$ cat src/rtl/spi_flash_responder_pkg.sv
// Shared constants for the SPI flash responder: opcodes, FSM encoding and
// status-register bit positions.
package spi_flash_responder_pkg;

  // Serial NOR opcodes understood by the responder
  localparam logic [7:0] OP_PP   = 8'h02;
  localparam logic [7:0] OP_READ = 8'h03;
  localparam logic [7:0] OP_WRDI = 8'h04;
  localparam logic [7:0] OP_RDSR = 8'h05;
  localparam logic [7:0] OP_WREN = 8'h06;
  localparam logic [7:0] OP_RDID = 8'h9F;

  // FSM state encoding
  localparam logic [2:0] ST_IDLE   = 3'd0;
  localparam logic [2:0] ST_CMD    = 3'd1;
  localparam logic [2:0] ST_ADDR   = 3'd2;
  localparam logic [2:0] ST_READ   = 3'd3;
  localparam logic [2:0] ST_PROG   = 3'd4;
  localparam logic [2:0] ST_STATUS = 3'd5;
  localparam logic [2:0] ST_ID     = 3'd6;
  localparam logic [2:0] ST_IGNORE = 3'd7;

  // Status register bit positions
  localparam int SR_WIP = 0;
  localparam int SR_WEL = 1;

  // Status byte; WIP is always 0 because writes complete instantly
  function automatic logic [7:0] status_byte(input logic wel);
    logic [7:0] s;
    s         = 8'h00;
    s[SR_WEL] = wel;
    s[SR_WIP] = 1'b0;
    return s;
  endfunction

endpackage

$ cat src/rtl/spi_flash_responder_pin_sync.sv
// Two-flop synchronizer with an edge register for one asynchronous SPI pin.
// Level and edge pulses are all taken from the synchronized copies.
module spi_pin_sync #(
  parameter logic RST_VAL = 1'b0
) (
  input  logic clk,
  input  logic reset_n,
  input  logic i_pin,
  output logic o_level,
  output logic o_rise,
  output logic o_fall
);

  logic r_s1, r_s2, r_s3;

  // Synchronize the pin and keep one extra stage for edge detection
  always_ff @(posedge clk or negedge reset_n) begin
    if (!reset_n) begin
      r_s1 <= RST_VAL;
      r_s2 <= RST_VAL;
      r_s3 <= RST_VAL;
    end else begin
      r_s1 <= i_pin;
      r_s2 <= r_s1;
      r_s3 <= r_s2;
    end
  end

  assign o_level = r_s2;
  assign o_rise  = r_s2 & ~r_s3;
  assign o_fall  = ~r_s2 & r_s3;

endmodule

$ cat src/rtl/spi_flash_responder.sv
// SPI mode-0 slave emulating a serial NOR flash subset (READ, PP, RDSR,
// WREN, WRDI, RDID) on top of a byte-wide external RAM.
module spi_flash_responder
  import spi_flash_responder_pkg::*;
#(
  parameter int          ADDR_W   = 16,
  parameter logic [23:0] JEDEC_ID = 24'hEF4016
) (
  input  logic              clk,
  input  logic              reset_n,
  input  logic              spi_csel,
  input  logic              spi_clk,
  input  logic              spi_mosi,
  output logic              spi_miso,
  output logic              spi_miso_oe,
  output logic [ADDR_W-1:0] mem_addr,
  output logic              mem_rd_en,
  input  logic [7:0]        mem_rd_data,
  output logic              mem_wr_en,
  output logic [7:0]        mem_wr_data,
  output logic              busy
);

  logic w_cs_lvl, w_cs_rise, w_cs_fall;
  logic w_sck_lvl, w_sck_rise, w_sck_fall;
  logic w_mosi, w_mosi_rise, w_mosi_fall;

  spi_pin_sync #(.RST_VAL(1'b1)) u_sync_cs (
    .clk(clk), .reset_n(reset_n), .i_pin(spi_csel),
    .o_level(w_cs_lvl), .o_rise(w_cs_rise), .o_fall(w_cs_fall));

  spi_pin_sync #(.RST_VAL(1'b0)) u_sync_sck (
    .clk(clk), .reset_n(reset_n), .i_pin(spi_clk),
    .o_level(w_sck_lvl), .o_rise(w_sck_rise), .o_fall(w_sck_fall));

  spi_pin_sync #(.RST_VAL(1'b0)) u_sync_mosi (
    .clk(clk), .reset_n(reset_n), .i_pin(spi_mosi),
    .o_level(w_mosi), .o_rise(w_mosi_rise), .o_fall(w_mosi_fall));

  logic w_unused;
  assign w_unused = &{1'b0, w_sck_lvl, w_mosi_rise, w_mosi_fall};

  logic [2:0]        r_state;
  logic [2:0]        r_bitcnt;
  logic [6:0]        r_shin;
  logic [7:0]        r_shout;
  logic              r_oe;
  logic              r_wel;
  logic              r_wrote;
  logic              r_is_prog;
  logic [1:0]        r_abyte;
  logic [15:0]       r_ahi;
  logic [1:0]        r_id_idx;
  logic              r_rd_en;
  logic              r_rd_pend;
  logic              r_wr_en;
  logic [7:0]        r_wr_data;
  logic [ADDR_W-1:0] r_mem_addr;

  logic [7:0]  w_byte;
  logic [23:0] w_addr24;
  logic        w_byte_done;

  assign w_byte      = {r_shin, w_mosi};
  assign w_addr24    = {r_ahi, w_byte};
  assign w_byte_done = w_sck_rise & ~w_cs_lvl & (r_bitcnt == 3'd7) & (r_state != ST_IDLE);

  // JEDEC ID byte for the given index; past the third byte the bus reads 0xFF
  function automatic logic [7:0] id_byte(input logic [1:0] idx);
    case (idx)
      2'd1:    return JEDEC_ID[15:8];
      2'd2:    return JEDEC_ID[7:0];
      default: return 8'hFF;
    endcase
  endfunction

  // Bit counter and MOSI shifter; both held clear while CS is high
  always_ff @(posedge clk or negedge reset_n) begin
    if (!reset_n) begin
      r_bitcnt <= 3'd0;
      r_shin   <= 7'd0;
    end else if (w_cs_lvl) begin
      r_bitcnt <= 3'd0;
      r_shin   <= 7'd0;
    end else if (w_sck_rise) begin
      r_bitcnt <= r_bitcnt + 3'd1;
      r_shin   <= {r_shin[5:0], w_mosi};
    end
  end

  // Command FSM, MISO shifter and memory strobes. A CS rise is checked first
  // so that it always beats a byte completing on the same cycle.
  always_ff @(posedge clk or negedge reset_n) begin
    if (!reset_n) begin
      r_state    <= ST_IDLE;
      r_wel      <= 1'b0;
      r_wrote    <= 1'b0;
      r_is_prog  <= 1'b0;
      r_abyte    <= 2'd0;
      r_ahi      <= 16'd0;
      r_id_idx   <= 2'd0;
      r_shout    <= 8'hFF;
      r_oe       <= 1'b0;
      r_rd_en    <= 1'b0;
      r_rd_pend  <= 1'b0;
      r_wr_en    <= 1'b0;
      r_wr_data  <= 8'd0;
      r_mem_addr <= '0;
    end else begin
      r_rd_en   <= 1'b0;
      r_wr_en   <= 1'b0;
      r_rd_pend <= r_rd_en;
      // Advance within the 256-byte page once the write strobe has gone out
      if (r_wr_en) r_mem_addr[7:0] <= r_mem_addr[7:0] + 8'd1;
      // Fetched byte arrives the cycle after the read strobe
      if (r_rd_pend && r_state == ST_READ) r_shout <= mem_rd_data;
      if (w_cs_rise) begin
        r_state <= ST_IDLE;
        r_oe    <= 1'b0;
        r_shout <= 8'hFF;
        r_wrote <= 1'b0;
        if (r_wrote) r_wel <= 1'b0;
      end else if (r_state == ST_IDLE) begin
        if (w_cs_fall) begin
          r_state <= ST_CMD;
          r_abyte <= 2'd0;
        end
      end else begin
        // The falling edge at a byte boundary presents the already-loaded
        // MSB; the other seven falling edges shift.
        if (w_sck_fall) begin
          if (r_bitcnt != 3'd0) r_shout <= {r_shout[6:0], 1'b1};
          else r_oe <= (r_state == ST_READ) || (r_state == ST_STATUS) || (r_state == ST_ID);
        end
        if (w_byte_done) begin
          case (r_state)
            ST_CMD: begin
              case (w_byte)
                OP_READ: begin
                  r_is_prog <= 1'b0;
                  r_state   <= ST_ADDR;
                end
                OP_PP: begin
                  if (r_wel) begin
                    r_is_prog <= 1'b1;
                    r_state   <= ST_ADDR;
                  end else begin
                    r_state <= ST_IGNORE;
                  end
                end
                OP_RDSR: begin
                  r_state <= ST_STATUS;
                  r_shout <= status_byte(r_wel);
                end
                OP_RDID: begin
                  r_state  <= ST_ID;
                  r_shout  <= JEDEC_ID[23:16];
                  r_id_idx <= 2'd1;
                end
                OP_WREN: begin
                  r_wel   <= 1'b1;
                  r_state <= ST_IGNORE;
                end
                OP_WRDI: begin
                  r_wel   <= 1'b0;
                  r_state <= ST_IGNORE;
                end
                default: r_state <= ST_IGNORE;
              endcase
            end
            ST_ADDR: begin
              r_ahi   <= {r_ahi[7:0], w_byte};
              r_abyte <= r_abyte + 2'd1;
              if (r_abyte == 2'd2) begin
                r_mem_addr <= w_addr24[ADDR_W-1:0];
                if (r_is_prog) begin
                  r_state <= ST_PROG;
                end else begin
                  r_rd_en <= 1'b1;
                  r_state <= ST_READ;
                end
              end
            end
            ST_READ: begin
              // Prefetch the next byte while the master clocks the current one
              r_mem_addr <= r_mem_addr + ADDR_W'(1);
              r_rd_en    <= 1'b1;
            end
            ST_PROG: begin
              r_wr_en   <= 1'b1;
              r_wr_data <= w_byte;
              r_wrote   <= 1'b1;
            end
            ST_STATUS: r_shout <= status_byte(r_wel);
            ST_ID: begin
              r_shout <= id_byte(r_id_idx);
              if (r_id_idx != 2'd3) r_id_idx <= r_id_idx + 2'd1;
            end
            default: ;
          endcase
        end
      end
    end
  end

  assign spi_miso    = r_shout[7];
  assign spi_miso_oe = r_oe;
  assign mem_addr    = r_mem_addr;
  assign mem_rd_en   = r_rd_en;
  assign mem_wr_en   = r_wr_en;
  assign mem_wr_data = r_wr_data;
  assign busy        = ~w_cs_lvl;

endmodule
$ cat config.mk
export PLATFORM = sky130hd
export DESIGN_NAME = spi_flash_responder
export DESIGN_NICKNAME = d
export VERILOG_FILES = /design/src/rtl/spi_flash_responder_pkg.sv /design/src/rtl/spi_flash_responder_pin_sync.sv /design/src/rtl/spi_flash_responder.sv
export SDC_FILE = /design/constraint.sdc
export NUM_CORES = 1
export LEC_CHECK = 0
export ABC_AREA = 0
export BUFFER_PORTS_ARGS = -buffer_cell sky130_fd_sc_hd__clkbuf_2
export CAP_MARGIN = 5
export CORE_MARGIN = 4
export CORE_UTILIZATION = 38
export CTS_CLUSTER_DIAMETER = 200
export CTS_CLUSTER_SIZE = 30
export DETAILED_ROUTE_END_ITERATION = 7
export GPL_ROUTABILITY_DRIVEN = 0
export PLACE_DENSITY = 0.64
export SYNTH_ARGS = -nofsm -noshare
export SYNTH_HDL_FRONTEND = slang
export SYNTH_HIERARCHICAL = 1
export SYNTH_SLANG_ARGS = --single-unit
$ cat constraint.sdc
create_clock -name clk -period 2.6 [get_ports clk]
set_input_delay 0.13 -clock clk [delete_from_list [all_inputs] [get_ports clk]]
set_output_delay 0.13 -clock clk [all_outputs]
set_load 0.01 [all_outputs]
==> impl_metrics.tcl, run 1 <==
set metrics [dict create \
    cts-root-buf "clkbuf_8" \
    drt_iter0_drc 179 \
    floorplan.initialDensity_pct 39.7 \
    area_growth_syn_to_layout_pct 14.5 \
    finalWorstPathRequiredPeriod_ns 2.18 \
    fmax_ghz 0.459 \
    final_min_period_over_clock_period_pct 83.8 \
    post_drt_wl_per_cell_um 16.3 \
    grt_max_degree 73 \
    route.detailed.drc 0 \
    number_of_antenna_violations_at_the_first_check_in_global_routing 0 \
    postSynthCellCount 386 \
    relative_max_transition_margin_pct 37.5 \
    synthesis.nets 407 \
    cts.reportedPaths.clkPinSlew_ns 0.08 \
    die_h_um 110 \
    ys_warn_count 6 \
    first_global_vias 2927 \
    core-area_um2 9910 \
    vdd_ir_drop_max_uv 277 \
    worst-setup-path-type "register to register" \
    insertedDiodeCount 0 \
    run_status "completed" \
    max-cap-violations 0 \
    grt_util_all_layers_pct 16.5 \
    arrival_ns 2.38 \
    critical_path.endpoint_type "register" \
    route.detailed.vias_per_inst 5.51 \
    leakage_power_summed_over_all_cells_nw 2.05 \
    grt-ovfl-total 0 \
    antenna_left 0 \
    placement.io_buffers 41 \
    cts_num_sinks 72 \
    final_hold_viol_count 0 \
    drt-pass1-iter-count 4 \
    post_route_cells_drive_above_1_share_pct 26.3 \
    finalSetupTns_ns 0 \
    cts_made_buffers 9 \
    postRouteWirelength_mm 9.29 \
    start_kind "register" \
    nets 453 \
    layout.filler_cells 976 \
    cp_data_required_time_ns 2.80 \
    worst_max_slew_pin_slew_ns 0.938 \
    htree_levels 3 \
    detailedPlacementHpwl_mm 6.25 \
    critPathMaxFanout 13 \
    detailroute.via_count 3138 \
    syn-mean-instance-area_um2 10.2 \
    global_route_wire_length_before_repair_mm 15.4 \
    cts_tree "done" \
    total_power_mw 2.11 \
    ff_latch_area_um2 1820 \
    multiInputGateArea_um2 1960 \
    clock-skew-final_ns 0.0177 \
    insertion_delay_ns 0.36 \
    die-width_um 110 \
    power.density_cell_area_nw_per_um2 467 \
    mappedNetlistArea_um2 3940 \
    fp-row-count 36 \
    top_level_ports 42 \
    slew_viol_final 0 \
    rsz0062_at_grt "false" \
    fp.dieArea_um2 12000 \
    cts-root-to-sink-buffers 2 \
    setup_viol 0 \
    hp-class "input pin to register" \
]
==> flip-flops by register name, summed over array words and instances, names as in the netlist, 2 cells and up <==
signal and flops:
r_bitcnt 3, mem_wr_data 8, r_shin 7, r_state 3, r_abyte 2, r_id_idx 2, mem_addr 16, r_shout 8
r_ahi 8
==> area by class of cell <==
class	instances	area share, %
flip-flops and latches	72	40.3
multi-input cells	279	43.6
well taps	133	3.69
inverters	15	1.25
clock buffers	10	3.05
repair buffers	55	7.16
clock inverters	6	0.972
==> metal layers <==
metal / up-vias / GRT usage (%) / wire [µm]
met3: 10 / 3.58 / 556
met4: 0 / 6.68 / 138
met5: - / 0 / 0
met2: 95 / 23.5 / 4210
met1: 1529 / 24.3 / 4380
li1: 1504 / - / -
==> power breakdown <==
group | total, mW | internal [mW] | switching [mW]
Clock | 0.831 | 0.375 | 0.456
Sequential | 1.15 | 1.13 | 0.0201
Combinational | 0.123 | 0.0473 | 0.0756
==> worst paths after layout <==
path	slack, ns	cells after the start	from	end
hold / removal	0.09	3	mem_rd_data[5]	r_shout[5]
hold reg to reg	0.35	0	u_sync_sck/r_s1	u_sync_sck/o_level
min in group asynchronous	0.45	2	reset_n	u_sync_sck/r_s1
setup reg to reg	0.42	7	r_bitcnt[0]	mem_addr[10]
max in group asynchronous	1.53	2	reset_n	r_abyte[1]
setup / recovery	0.42	7	r_bitcnt[0]	mem_addr[10]
==> worst max-delay path: stages, from the launching register on <==
cell and delay [ns]:
dfrtp_1 0.39, ha_1 0.16, ha_1 0.20, nand3b_4 0.19
nor3_2 0.32, o21ai_1 0.37, o21ai_0 0.27, o21ai_0 0.12
==> cell usage in the layout (no fill, tap or decap), types with 4 or more instances in the layout <==
| cell | n |
|---|---|
| a22oi_1 | 6 |
| nor2_1 | 29 |
| a21oi_1 | 23 |
| o211ai_1 | 6 |
| dfrtp_1 | 61 |
| buf_4 | 11 |
| dfstp_2 | 11 |
| nor4_1 | 5 |
| dlygate4sd3_1 | 4 |
| nand2b_1 | 4 |
| nand2_1 | 24 |
| xor2_1 | 10 |
| nand4_1 | 7 |
| mux2_2 | 18 |
| inv_1 | 15 |
| a32oi_1 | 5 |
| ha_1 | 8 |
| o22ai_1 | 6 |
| nor3_1 | 5 |
| clkbuf_2 | 40 |
| a31oi_1 | 6 |
| clkbuf_8 | 10 |
| mux2i_1 | 15 |
| nand3_1 | 14 |
| o21ai_0 | 27 |
==> per-stage QoR <==
| step | area (µm²) | hold WS (ns) | setup WS [ns] | util, % | instances |
|---|---|---|---|---|---|
| after floorplan | 3940 | -0.166 | 0.669 | - | 386 |
| after global placement | 4290 | 0.218 | 0.365 | 43.2 | 550 |
| after detailed placement | 4290 | 0.219 | 0.219 | 43.2 | 550 |
| after CTS | 4510 | 0.0657 | 0.212 | 45.5 | 570 |
| after global routing | 4510 | 0.110 | 0.250 | 45.5 | 570 |
| final | 4510 | 0.0882 | 0.422 | 45.5 | 570 |
==> repair_timing <==
item | in CTS | in global routing
hold endpoints to repair | 64 | 0
endpoints found under the setup margin | 0 | 1
gates resized for setup | 0 | 1
buffers inserted | 0 | 0
hold buffers | 4 | 0
(Power assumes the default switching activity.)
==> run 2: changes to the inputs <==
Settings changed: PLACE_DENSITY 0.64 to 0.66.
Clock period 2.6 ns to 2 ns, I/O delays scaled along.
==> run 2 against run 1 <==
Net effect:
- sequential cell count did not move
- combinational power up 54%
- cell count grew 5.4%
- largest power group unchanged
==> impl_metrics.tcl, run 2 (same netlist as run 1, synthesis figures left out) <==
set metrics [dict create \
    largest_register_ff_count 16 \
    setup_viol 0 \
    route.detailed.vias_per_inst 5.54 \
    critical_path.reg2reg.endpoint "mem_wr_data[6]" \
    finalSetupTns_ns 0 \
    place_inst 581 \
    cp_data_required_time_ns 2.24 \
    hp-class "input pin to register" \
    fin_area_um2 4760 \
    die_h_um 110 \
    detailedPlacementHpwl_mm 7.12 \
    antenna_left 0 \
    post_cts.repair.setup_buffers 0 \
    cts_tree "done" \
    route.detailed.drc 0 \
    layout.filler_cells 948 \
    insertedDiodeCount 0 \
    crit_chain "nor2b_1, buf_4, nor3_1, nand3_1, buf_4, mux2_2" \
    final_min_period_over_clock_period_pct 93.2 \
    timing.reg2reg.worst_path_depth 6 \
    nets 484 \
    worst-setup-path-type "register to register" \
    final_cell_count_no_fill 601 \
    number_of_antenna_violations_at_the_first_check_in_global_routing 0 \
    cts-root-to-sink-buffers 2 \
    drt-pass1-iter-count 7 \
    cts_num_sinks 72 \
    preCtsSetupSlack_ns 0.0582 \
    path_buf_inv 2 \
    postRouteWirelength_mm 9.71 \
    vdd_ir_drop_max_uv 330 \
    finish.utilization_pct 48.0 \
    rsz0062_at_grt "false" \
    drt_iter0_drc 231 \
    arrival_ns 2.10 \
    final_hold_viol_count 0 \
    detailed_place.area_um2 4530 \
    hold_slack_ns 0.0488 \
    cts.reportedPaths.clkPinSlew_ns 0.07 \
    fmax_ghz 0.537 \
    layout.cells.most_common_list "dfrtp_1 (61), clkbuf_2 (40), buf_4 (40)" \
    post_route_cells_drive_above_1_share_pct 31.8 \
    run_status "completed" \
    multiInputGateArea_um2 1980 \
    critPathMaxFanout 12 \
    final_common_cell "dfrtp_1" \
    timing.final.ws_setup_ns 0.137 \
    floorplan.initialDensity_pct 39.7 \
    relative_max_transition_margin_pct 59.7 \
    top_level_ports 42 \
    leakage_power_summed_over_all_cells_nw 2.20 \
    core-area_um2 9910 \
    insertion_delay_ns 0.37 \
    first_global_vias 3334 \
    area_growth_syn_to_layout_pct 21.0 \
    timing.critical_path.max_delay_family "flip-flops" \
    total_power_mw 2.71 \
    max-cap-violations 0 \
    cp_slowest_cell "dfstp_2" \
    grt-ovfl-total 0 \
    worst_hold_path.endpoint "r_shout[0]" \
    critical_path.endpoint_type "register" \
    die-width_um 110 \
    fp.dieArea_um2 12000 \
    critical_path.reg2reg.startpoint "u_sync_cs/o_level" \
    rrSetupSlack_ns 0.14 \
    cp_common_cell "buf_4" \
    detailroute.via_count 3332 \
    slew_viol_final 0 \
    crit_path_max_incr_delay_ns 0.57 \
    finalWorstPathRequiredPeriod_ns 1.86 \
    global_route_wire_length_before_repair_mm 16.6 \
    htree_levels 3 \
    cts_made_buffers 9 \
    hold_path_depth 3 \
    grt_max_degree 46 \
    power.density_cell_area_nw_per_um2 569 \
    clock-skew-final_ns 0.0184 \
    cts-root-buf "clkbuf_8" \
    worst_max_slew_pin_slew_ns 0.604 \
    holdCritStartpoint "mem_rd_data[0]" \
    start_kind "register" \
    post_drt_wl_per_cell_um 16.2 \
    grt_util_all_layers_pct 17.7 \
    placement.io_buffers 41 \
    ff_latch_area_um2 1820 \
    fp-row-count 36 \
]
## run 2: worst max path at each step
stage	start	end	slack [ns]	depth (start not counted)
final	u_sync_cs/o_level	mem_wr_data[6]	0.14	6
after global routing	r_bitcnt[0]	mem_addr[10]	0.01	9
after CTS	r_bitcnt[0]	r_ahi[6]	0.06	5
after detailed placement	r_bitcnt[0]	mem_addr[13]	0.06	9
after global placement	r_bitcnt[0]	r_ahi[0]	0.11	5
after floorplan	u_sync_cs/o_level	mem_wr_data[0]	0.07	5
## run 2: layout make-up
cell class                      instances  share of cell area [%]
Clock buffer                            9                    2.60
Clock inverter                          7                   0.999
Inverter                               15                    1.18
Multi-Input combinational cell        279                    41.6
Sequential cell                        72                    38.1
Tap cell                              133                    3.50
Timing Repair Buffer                   86                    12.0
## run 2: timing repair
item / 4_1_cts / 5_1_grt
hold buffers: 4 / 0
resized for setup: 0 / 7
setup endpoints to repair: 0 / 17
hold endpoints to repair: 42 / 0
## run 2: worst register-to-register path: stages, from the launching register on
cell,delay (ns)
dfstp_2,0.57
nor2b_1,0.21
buf_4,0.24
nor3_1,0.09
nand3_1,0.09
buf_4,0.20
mux2_2,0.35
## run 2: layer usage
| metal | vias up | global-route usage (%) | routed length [µm] |
|---|---|---|---|
| met5 | - | 0 | 0 |
| met4 | 0 | 8.82 | 271 |
| met3 | 21 | 3.35 | 599 |
| met2 | 115 | 26.4 | 4460 |
| met1 | 1625 | 24.7 | 4380 |
| li1 | 1571 | - | - |
## run 2: where the power goes
group,internal [mW],switching (mW),leakage [nW]
sequential,1.47,0.0165,0.953
combinational,0.0751,0.114,1.16
clock,0.449,0.584,0.0854
